==> config.mk <==
export PLATFORM = sky130hd
export DESIGN_NAME = sm83_irq
export DESIGN_NICKNAME = d
export VERILOG_FILES = /design/src/rtl/sm83_pkg.sv /design/src/rtl/sm83_irq_prio.sv /design/src/rtl/sm83_irq.sv
export SDC_FILE = /design/constraint.sdc
export NUM_CORES = 1
export LEC_CHECK = 0
export CORE_MARGIN = 5
export CORE_UTILIZATION = 35
export DETAILED_ROUTE_END_ITERATION = 10
export HOLD_SLACK_MARGIN = 0.03
export PLACE_DENSITY = 0.67
export SETUP_SLACK_MARGIN = 0.2
export SYNTH_ARGS = -nofsm -noshare
export SYNTH_HDL_FRONTEND = slang
export SYNTH_HIERARCHICAL = 1
export SYNTH_SLANG_ARGS = --single-unit
==> constraint.sdc <==
create_clock -name clk -period 2.7 [get_ports clk]
set_input_delay 0.405 -clock clk [delete_from_list [all_inputs] [get_ports clk]]
set_output_delay 0.405 -clock clk [all_outputs]
set_load 0.02 [all_outputs]
==> src/rtl/sm83_pkg.sv <==
// Shared types and default constants for the SM83 interrupt controller.
// Contents: word/address typedefs, dispatch FSM state encoding and the
// default vector placement used by sm83_irq parameters.
package sm83_pkg;

  localparam int unsigned WORD_SIZE_DEF  = 8;
  localparam int unsigned NUM_IRQS_DEF   = 8;
  localparam int unsigned ADR_WIDTH_DEF  = 2 * WORD_SIZE_DEF;
  localparam int unsigned VEC_BASE_DEF   = 16'h0040;
  localparam int unsigned VEC_STRIDE_DEF = 8;

  typedef logic [WORD_SIZE_DEF-1:0] word_t;
  typedef logic [ADR_WIDTH_DEF-1:0] adr_t;

  // Dispatch sequencer handshake states
  typedef enum logic [1:0] {
    ST_IDLE     = 2'd0,
    ST_REQ      = 2'd1,
    ST_DISPATCH = 2'd2
  } state_e;

endpackage

==> src/rtl/sm83_irq_prio.sv <==
// Lowest-index-first priority encoder used for interrupt arbitration.
// Ports:
//   req   - request vector, bit 0 has highest priority
//   idx   - index of the winning request (0 when nothing requested)
//   valid - at least one request bit is set
module sm83_irq_prio #(
  parameter int unsigned N     = 8,
  parameter int unsigned IDX_W = (N > 1) ? $clog2(N) : 1
) (
  input  logic [N-1:0]     req,
  output logic [IDX_W-1:0] idx,
  output logic             valid
);

  // Scan from the top so the lowest set bit is the last (winning) assignment
  always_comb begin
    idx   = '0;
    valid = 1'b0;
    for (int i = int'(N) - 1; i >= 0; i--) begin
      if (req[i]) begin
        idx   = IDX_W'(i);
        valid = 1'b1;
      end
    end
  end

endmodule

==> src/rtl/sm83_irq.sv <==
// SM83 interrupt controller: IE/IF registers, IME with delayed EI,
// request/acknowledge/vector dispatch handshake with late arbitration.
// Ports:
//   clk, reset        - clock, synchronous active-high reset
//   irq               - level request lines, rising edge latches IF
//   ie_we/if_we       - register writes from reg_din
//   ie_dout/if_dout   - register readback (unused IF bits read 1)
//   ei/di/reti        - instruction side effects on IME
//   instr_done        - instruction boundary, dispatch check point
//   int_req/int_ack   - dispatch request handshake with the sequencer
//   vec_sel           - sequencer asks for the jump target
//   vector/iack       - resolved target and one-hot acknowledge
//   wake              - pending-and-enabled, ignores IME (HALT exit)
module sm83_irq
  import sm83_pkg::*;
#(
  parameter int unsigned WORD_SIZE  = WORD_SIZE_DEF,
  parameter int unsigned NUM_IRQS   = NUM_IRQS_DEF,
  parameter int unsigned VEC_BASE   = VEC_BASE_DEF,
  parameter int unsigned VEC_STRIDE = VEC_STRIDE_DEF,
  parameter int unsigned ADR_WIDTH  = 2 * WORD_SIZE
) (
  input  logic                 clk,
  input  logic                 reset,
  input  logic [NUM_IRQS-1:0]  irq,
  input  logic                 ie_we,
  input  logic                 if_we,
  input  logic [WORD_SIZE-1:0] reg_din,
  output logic [WORD_SIZE-1:0] ie_dout,
  output logic [WORD_SIZE-1:0] if_dout,
  input  logic                 ei,
  input  logic                 di,
  input  logic                 reti,
  input  logic                 instr_done,
  output logic                 int_req,
  input  logic                 int_ack,
  input  logic                 vec_sel,
  output logic [ADR_WIDTH-1:0] vector,
  output logic [NUM_IRQS-1:0]  iack,
  output logic                 wake
);

  localparam int unsigned IDX_W = (NUM_IRQS > 1) ? $clog2(NUM_IRQS) : 1;
  // Bits of IF that correspond to real interrupt lines
  localparam logic [WORD_SIZE-1:0] IRQ_MASK = {WORD_SIZE{1'b1}} >> (WORD_SIZE - NUM_IRQS);

  state_e               state_q, state_d;
  logic                 ime_q, ime_d;
  logic                 ei_pend_q, ei_pend_d;
  logic [WORD_SIZE-1:0] ie_q;
  logic [WORD_SIZE-1:0] if_q, if_d;
  logic [NUM_IRQS-1:0]  irq_prev;
  logic [ADR_WIDTH-1:0] vector_q, vector_d;
  logic [NUM_IRQS-1:0]  iack_q, iack_d;
  logic                 int_req_q;

  logic [WORD_SIZE-1:0] pending;
  logic [WORD_SIZE-1:0] edge_w;
  logic [WORD_SIZE-1:0] clr;
  logic [NUM_IRQS-1:0]  win_hot;
  logic [IDX_W-1:0]     win_idx;
  logic                 win_valid;
  logic                 resolve;

  // IF only ever holds real line bits, so the AND needs no extra mask
  assign pending = ie_q & if_q;
  assign edge_w  = WORD_SIZE'(irq & ~irq_prev);
  assign resolve = (state_q == ST_DISPATCH) && vec_sel;

  sm83_irq_prio #(
    .N     (NUM_IRQS),
    .IDX_W (IDX_W)
  ) u_prio (
    .req   (pending[NUM_IRQS-1:0]),
    .idx   (win_idx),
    .valid (win_valid)
  );

  assign win_hot = (resolve && win_valid) ? (NUM_IRQS'(1) << win_idx) : '0;
  assign clr     = WORD_SIZE'(win_hot);

  // Next-state and datapath updates
  always_comb begin
    state_d   = state_q;
    ime_d     = ime_q;
    ei_pend_d = ei_pend_q;
    vector_d  = vector_q;
    iack_d    = '0;

    // New edges win over both a register write and the acknowledge clear
    if_d = (((if_we ? reg_din : if_q) & ~clr) | edge_w) & IRQ_MASK;

    case (state_q)
      ST_IDLE: begin
        // ime_q is the pre-update value, which yields the EI delay slot
        if (instr_done && ime_q && (|pending)) state_d = ST_REQ;
      end
      ST_REQ: begin
        if (di)           state_d = ST_IDLE;
        else if (int_ack) state_d = ST_DISPATCH;
      end
      ST_DISPATCH: begin
        if (vec_sel) begin
          state_d = ST_IDLE;
          iack_d  = win_hot;
          vector_d = win_valid
                   ? ADR_WIDTH'(VEC_BASE) + ADR_WIDTH'(win_idx) * ADR_WIDTH'(VEC_STRIDE)
                   : '0;
        end
      end
      default: state_d = ST_IDLE;
    endcase

    if (instr_done && ei_pend_q) begin
      ime_d     = 1'b1;
      ei_pend_d = 1'b0;
    end
    if (ei)   ei_pend_d = 1'b1;
    if (reti) ime_d     = 1'b1;
    if ((state_q == ST_REQ) && int_ack && !di) ime_d = 1'b0;
    if (di) begin
      ime_d     = 1'b0;
      ei_pend_d = 1'b0;
    end
  end

  // State register
  always_ff @(posedge clk) begin
    if (reset) state_q <= ST_IDLE;
    else       state_q <= state_d;
  end

  // Datapath and output registers
  always_ff @(posedge clk) begin
    if (reset) begin
      ime_q     <= 1'b0;
      ei_pend_q <= 1'b0;
      ie_q      <= '0;
      if_q      <= '0;
      irq_prev  <= '0;
      vector_q  <= '0;
      iack_q    <= '0;
      int_req_q <= 1'b0;
    end else begin
      ime_q     <= ime_d;
      ei_pend_q <= ei_pend_d;
      if (ie_we) ie_q <= reg_din;
      if_q      <= if_d;
      irq_prev  <= irq;
      vector_q  <= vector_d;
      iack_q    <= iack_d;
      int_req_q <= (state_d == ST_REQ);
    end
  end

  assign ie_dout = ie_q;
  assign if_dout = if_q | ~IRQ_MASK;
  assign int_req = int_req_q;
  assign vector  = vector_q;
  assign iack    = iack_q;
  assign wake    = |pending;

endmodule

==> results of run 1 <==
[report_power, final]
part           switching, mW  leakage, nW  internal, mW
sequential            0.0148        0.337         0.630
combinational          0.121        0.586         0.111
clock                  0.189       0.0443         0.202
[stage by stage]
step	cells	hold slack [ns]
4_1_cts	314	0.470
5_1_grt	314	0.494
6_report	314	0.468
3_3_place_gp	307	0.456
3_5_place_dp	307	0.457
2_1_floorplan	200	0.462
[flip-flops by register name, indices dropped and copies added, names as in the netlist, 2 cells and up]
signal,count
if_dout,8
state_q,2
ie_dout,8
vector,4
iack,8
irq_prev,8
[final cells by class]
class	instances	area (um2)	share of cell area
clock buffer	7	86.3	0.0359
inverter	9	33.8	0.0141
multi-input combinational	132	806	0.335
sequential	41	821	0.341
tap	67	83.8	0.0349
timing repair buffer	58	573	0.238
[critical path, cell delays in order, from the launching register on]
cell and delay [ns]:
dfxtp_1 0.36, nand2_1 0.08, and4_1 0.20, nand4_1 0.20, clkdlybuf4s50_1 0.65
[how the worst min path moves through the flow]
stage,from,end,cells past startpoint
final,vector[4],vector[4],2
after global placement,vector[3],vector[3],2
after global routing,vector[4],vector[4],2
after floorplan,irq_prev[0],if_dout[0],2
after CTS,vector[4],vector[4],2
after detailed placement,vector[4],vector[4],2
[cell usage after synthesis, drive strengths merged, types with 2 or more instances]
master / count / share of area
a211oi: 2 / 0.0087
nand3: 3 / 0.0087
nand2: 13 / 0.028
o21ai: 7 / 0.020
buf: 14 / 0.058
nor4: 3 / 0.014
inv: 9 / 0.019
dfxtp: 41 / 0.47
mux2i: 8 / 0.046
a21oi: 14 / 0.040
nor2b: 11 / 0.040
nor2: 19 / 0.041
clkbuf: 4 / 0.0087
nand2b: 10 / 0.036
mux2: 8 / 0.052
o31ai: 2 / 0.012
nor3: 3 / 0.012
and2: 2 / 0.0072
a31o: 2 / 0.010
[cell families (layout without fill, tap and decap cells)]
logic type / count (synthesis) / after routing
flops: 41 / 41
simple gates: 73 / 73
mux: 16 / 16
other cells: 1 / 12
compound gates: 31 / 31
buf+inv: 27 / 74
[per-layer routing]
| metal | up-vias | global-route usage | wire length [um] | share of wire |
|---|---|---|---|---|
| li1 | 729 | - | - | - |
| met4 | 0 | 0.0557 | 55 | 0.013 |
| met2 | 49 | 0.211 | 1990 | 0.48 |
| met1 | 666 | 0.165 | 1790 | 0.43 |
| met3 | 4 | 0.0415 | 297 | 0.072 |
| met5 | - | 0 | 0 | 0 |
==> flow_summary.json, run 1 <==
{
  "grt_overflow": 0,
  "ff2ff_setup_slack_ns": 0.90,
  "ctsResizeCount": 0,
  "avgSynthCellArea_um2": 9.18,
  "post-cts-setup-buffers": 0,
  "dieArea_mm2": 0.00646,
  "root_buffer": "clkbuf_8",
  "grt_max_degree": 21,
  "globalplace.congestion": 0.789,
  "drt_wl_total_um": 4130,
  "critPathRequiredTime_ns": 2.30,
  "tightest_slew_ns": 0.618,
  "cts_tree": "built",
  "netlist_instances": 189,
  "vias_per_cell": 4.61,
  "rsz0062_at_grt": "false",
  "final_util": 0.506,
  "path_class": "register to output pin",
  "cp-end-kind": "output pin",
  "cp-endpoint": "wake",
  "track_usage": 0.133,
  "hold_viol_final": 0,
  "final_cell_mix": "clkdlybuf4s50_1 (55), dfxtp_1 (41), nor2_1 (19)",
  "setup_viol": 0,
  "slew_viol_final": 0,
  "dp_hpwl_um": 3200,
  "synth-compound-area-share": 0.109,
  "diodes": 0,
  "synth_top_family_by_area": "simple AND/OR/NAND/NOR gates",
  "synth_xor_area_frac": 0,
  "drc": 0,
  "firstDrtPassIters": 4,
  "ys.warnings.count": 6,
  "worst-path-max-fanout": 3,
  "skew_ns": 0.00420,
  "final_antenna_net_count": 0,
  "final_cell_area_mm2": 0.00240,
  "cts.clk_slew.worst_paths_ns": 0.07,
  "final_common_cell": "clkdlybuf4s50_1",
  "report.power.total_mw": 1.27,
  "p_leak_nw": 0.968,
  "arrival_ns": 1.79,
  "numCtsBuffers": 5,
  "start_util": 0.365,
  "yosysSeqAreaShare": 0.473,
  "ir_drop_uv": 233,
  "fill_cells": 470,
  "antenna_found_initial": 0,
  "ctsHoldBuffers": 0,
  "die_h_um": 80.4,
  "die_x_um": 80.4,
  "fin_ws_ns": 0.502,
  "core_area_mm2": 0.00475,
  "grt_pass1_wl_um": 6520,
  "placed_area_mm2": 0.00232,
  "startpoint_type": "register",
  "crit_start": "ie_dout[6]",
  "synthMuxAreaShare": 0.0981,
  "synth-simple-area-share": 0.232,
  "finalCritPeriodShare": 0.814,
  "tns_ns": 0,
  "syn_area_mm2": 0.00173,
  "r2r_cells": 7,
  "area_delta_synth_final_pct": 38.6,
  "cts_num_sinks": 41,
  "status": "finished clean",
  "port_buffers": 55,
  "synth-adder-area-share": 0,
  "min_path_type": "register to register",
  "first_global_vias": 1370,
  "post-route-min-period_ns": 2.20,
  "synth_cell_types": 38,
  "relSlewSlack": 0.586,
  "vias": 1448,
  "ys_seq_elements": 41,
  "final_nets": 273,
  "clock_latency_ns": 0.29,
  "synth_edf_count": 0,
  "drt_iter0_drc": 81,
  "post-place-ws_ns": 0.802,
  "drive_gt1_frac": 0.0972,
  "maxCapViolCount": 0,
  "io_pins": 68,
  "ys_async_sr_fraction": 0,
  "fmax_ghz": 0.455,
  "r2r-start": "if_dout[2]",
  "routedWlPerCell_um": 13.2,
  "row_count": 25,
  "htreeDepth": 2,
  "clock_path_buffers": 2,
  "synth_flop_cell": "dfxtp_1",
  "r2r-end": "if_dout[4]",
  "p_per_area_mw_per_mm2": 528
}
Note: power is estimated with default switching activity, not from simulation.
==> inputs of run 2 (changes only) <==
--- a/config.mk
+++ b/config.mk
@@ -9,7 +9,7 @@
 export CORE_UTILIZATION = 35
 export DETAILED_ROUTE_END_ITERATION = 10
 export HOLD_SLACK_MARGIN = 0.03
-export PLACE_DENSITY = 0.67
+export PLACE_DENSITY = 0.69
 export SETUP_SLACK_MARGIN = 0.2
 export SYNTH_ARGS = -nofsm -noshare
 export SYNTH_HDL_FRONTEND = slang
==> constraint.sdc (replaced) <==
create_clock -name clk -period 2 [get_ports clk]
set_input_delay 0.3 -clock clk [delete_from_list [all_inputs] [get_ports clk]]
set_output_delay 0.3 -clock clk [all_outputs]
set_load 0.02 [all_outputs]
==> run 2 against run 1 <==
  * Register-to-register slack got worse by 0.60 ns
  * Sequential cell count unchanged
  * Cell area increased by 3.2%
  * Largest power group unchanged
  * Highest routed layer unchanged
==> flow_summary.json, run 2 (same netlist as run 1, synthesis figures left out) <==
{
  "critPathMaxStageDelay_ns": 0.33,
  "setup_viol": 0,
  "start_util": 0.365,
  "core_area_mm2": 0.00475,
  "crit_chain": "nand2_1 > inv_1 > nor4_2 > nor2b_2 > nand3_2 > o31ai_1 > a21oi_1",
  "antenna_found_initial": 0,
  "fmax_ghz": 0.589,
  "numCtsBuffers": 5,
  "root_buffer": "clkbuf_8",
  "final_nets": 277,
  "swShare": 0.261,
  "seq_power_share": 0.501,
  "cp_slowest_cell": "dfxtp_1",
  "htreeDepth": 2,
  "ir_drop_uv": 330,
  "path_class": "register to register",
  "power.share.combinational": 0.190,
  "drive_gt1_frac": 0.155,
  "cp-end-kind": "register",
  "p_sw_mw": 0.453,
  "globalplace.congestion": 0.885,
  "fin_hold_ws_ns": 0.474,
  "grt_max_degree": 24,
  "path_buf_inv": 1,
  "area_delta_synth_final_pct": 43.1,
  "clock_latency_ns": 0.29,
  "critPathRequiredTime_ns": 2.18,
  "clock_path_buffers": 2,
  "p_per_area_mw_per_mm2": 700,
  "drc": 0,
  "firstDrtPassIters": 4,
  "vias_per_cell": 4.54,
  "p_leak_nw": 1.00,
  "final_antenna_net_count": 0,
  "port_buffers": 55,
  "grt_overflow": 0,
  "first_global_vias": 1403,
  "tightest_slew_ns": 0.511,
  "grt_pass1_wl_um": 6760,
  "maxCapViolCount": 0,
  "dp_hpwl_um": 3210,
  "cts.clk_slew.worst_paths_ns": 0.07,
  "pwr-share-clk": 0.309,
  "startpoint_type": "register",
  "die_x_um": 80.4,
  "status": "finished clean",
  "die_h_um": 80.4,
  "track_usage": 0.138,
  "multi_input_area_um2": 858,
  "regArea_um2": 821,
  "dieArea_mm2": 0.00646,
  "post-route-min-period_ns": 1.70,
  "final_common_cell": "clkdlybuf4s50_1",
  "cts_num_sinks": 41,
  "drt_wl_total_um": 4190,
  "finalCritPeriodShare": 0.849,
  "tns_ns": 0,
  "final_cell_mix": "clkdlybuf4s50_1 (54), dfxtp_1 (41), nor2_1 (19)",
  "drt_iter0_drc": 68,
  "row_count": 25,
  "crit_family": "simple AND/OR/NAND/NOR gates",
  "hold_viol_final": 0,
  "worst-path-max-fanout": 5,
  "relSlewSlack": 0.658,
  "skew_ns": 0.00312,
  "slew_viol_final": 0,
  "fill_cells": 472,
  "arrival_ns": 1.87,
  "intPower_mw": 1.28,
  "report.power.total_mw": 1.74,
  "cts_tree": "built",
  "io_pins": 68,
  "vias": 1443,
  "routedWlPerCell_um": 13.2,
  "diodes": 0,
  "min_path_type": "register to register",
  "rsz0062_at_grt": "true"
}
[run 2: worst register-to-register path, cell delays in order (launching register included)]
cell     delay (ns)
dfxtp_1        0.33
nand2_1        0.09
inv_1          0.11
nor4_2         0.32
nor2b_2        0.27
nand3_2        0.16
o31ai_1        0.22
a21oi_1        0.09
[run 2: area by class of cell]
type | instances | area share
clock buffers | 7 | 0.0348
inverters | 9 | 0.0136
multi-input cells | 132 | 0.346
flip-flops and latches | 41 | 0.331
well taps | 67 | 0.0338
repair buffers | 62 | 0.241
[run 2: metrics by stage]
step / worst slack, ns / area [um2] / cells / util
after CTS: 0.226 / 2420 / 315 / 0.510
after global routing: 0.147 / 2480 / 318 / 0.522
after detailed placement: 0.204 / 2340 / 308 / 0.492
after floorplan: 0.250 / 1790 / 200 / -
after global placement: 0.216 / 2340 / 308 / 0.492
final: 0.303 / 2480 / 318 / 0.522
[run 2: final timing paths]
path                   start         end  slack [ns]  depth (start not counted)
setup / recovery  ie_dout[2]  if_dout[4]        0.30                          7
setup reg to reg  ie_dout[2]  if_dout[4]        0.30                          7
hold / removal     vector[3]   vector[3]        0.47                          2
hold reg to reg    vector[3]   vector[3]        0.47                          2
[run 2: routing by layer]
layer	vias to the layer above	GRT usage	part of all wire
li1	736	-	-
met1	650	0.169	0.45
met2	46	0.212	0.45
met3	11	0.0437	0.071
met4	0	0.0760	0.032
met5	-	0	0
[run 2: power by group through the flow]
stage               Combinational, mW  Clock (mW)  Sequential [mW]
floorplan                       0.161           0            0.914
global placement                0.315           0            0.887
detailed placement              0.316           0            0.888
CTS                             0.317       0.551            0.870
global route                    0.359       0.591            0.874
finish                          0.330       0.537            0.869
[run 2: repair_timing]
item	CTS	global route
setup buffers	0	3
pin swaps	0	2
resized for setup	3	11
setup endpoints to repair	1	17
gates cloned	0	0
hold buffers	0	0
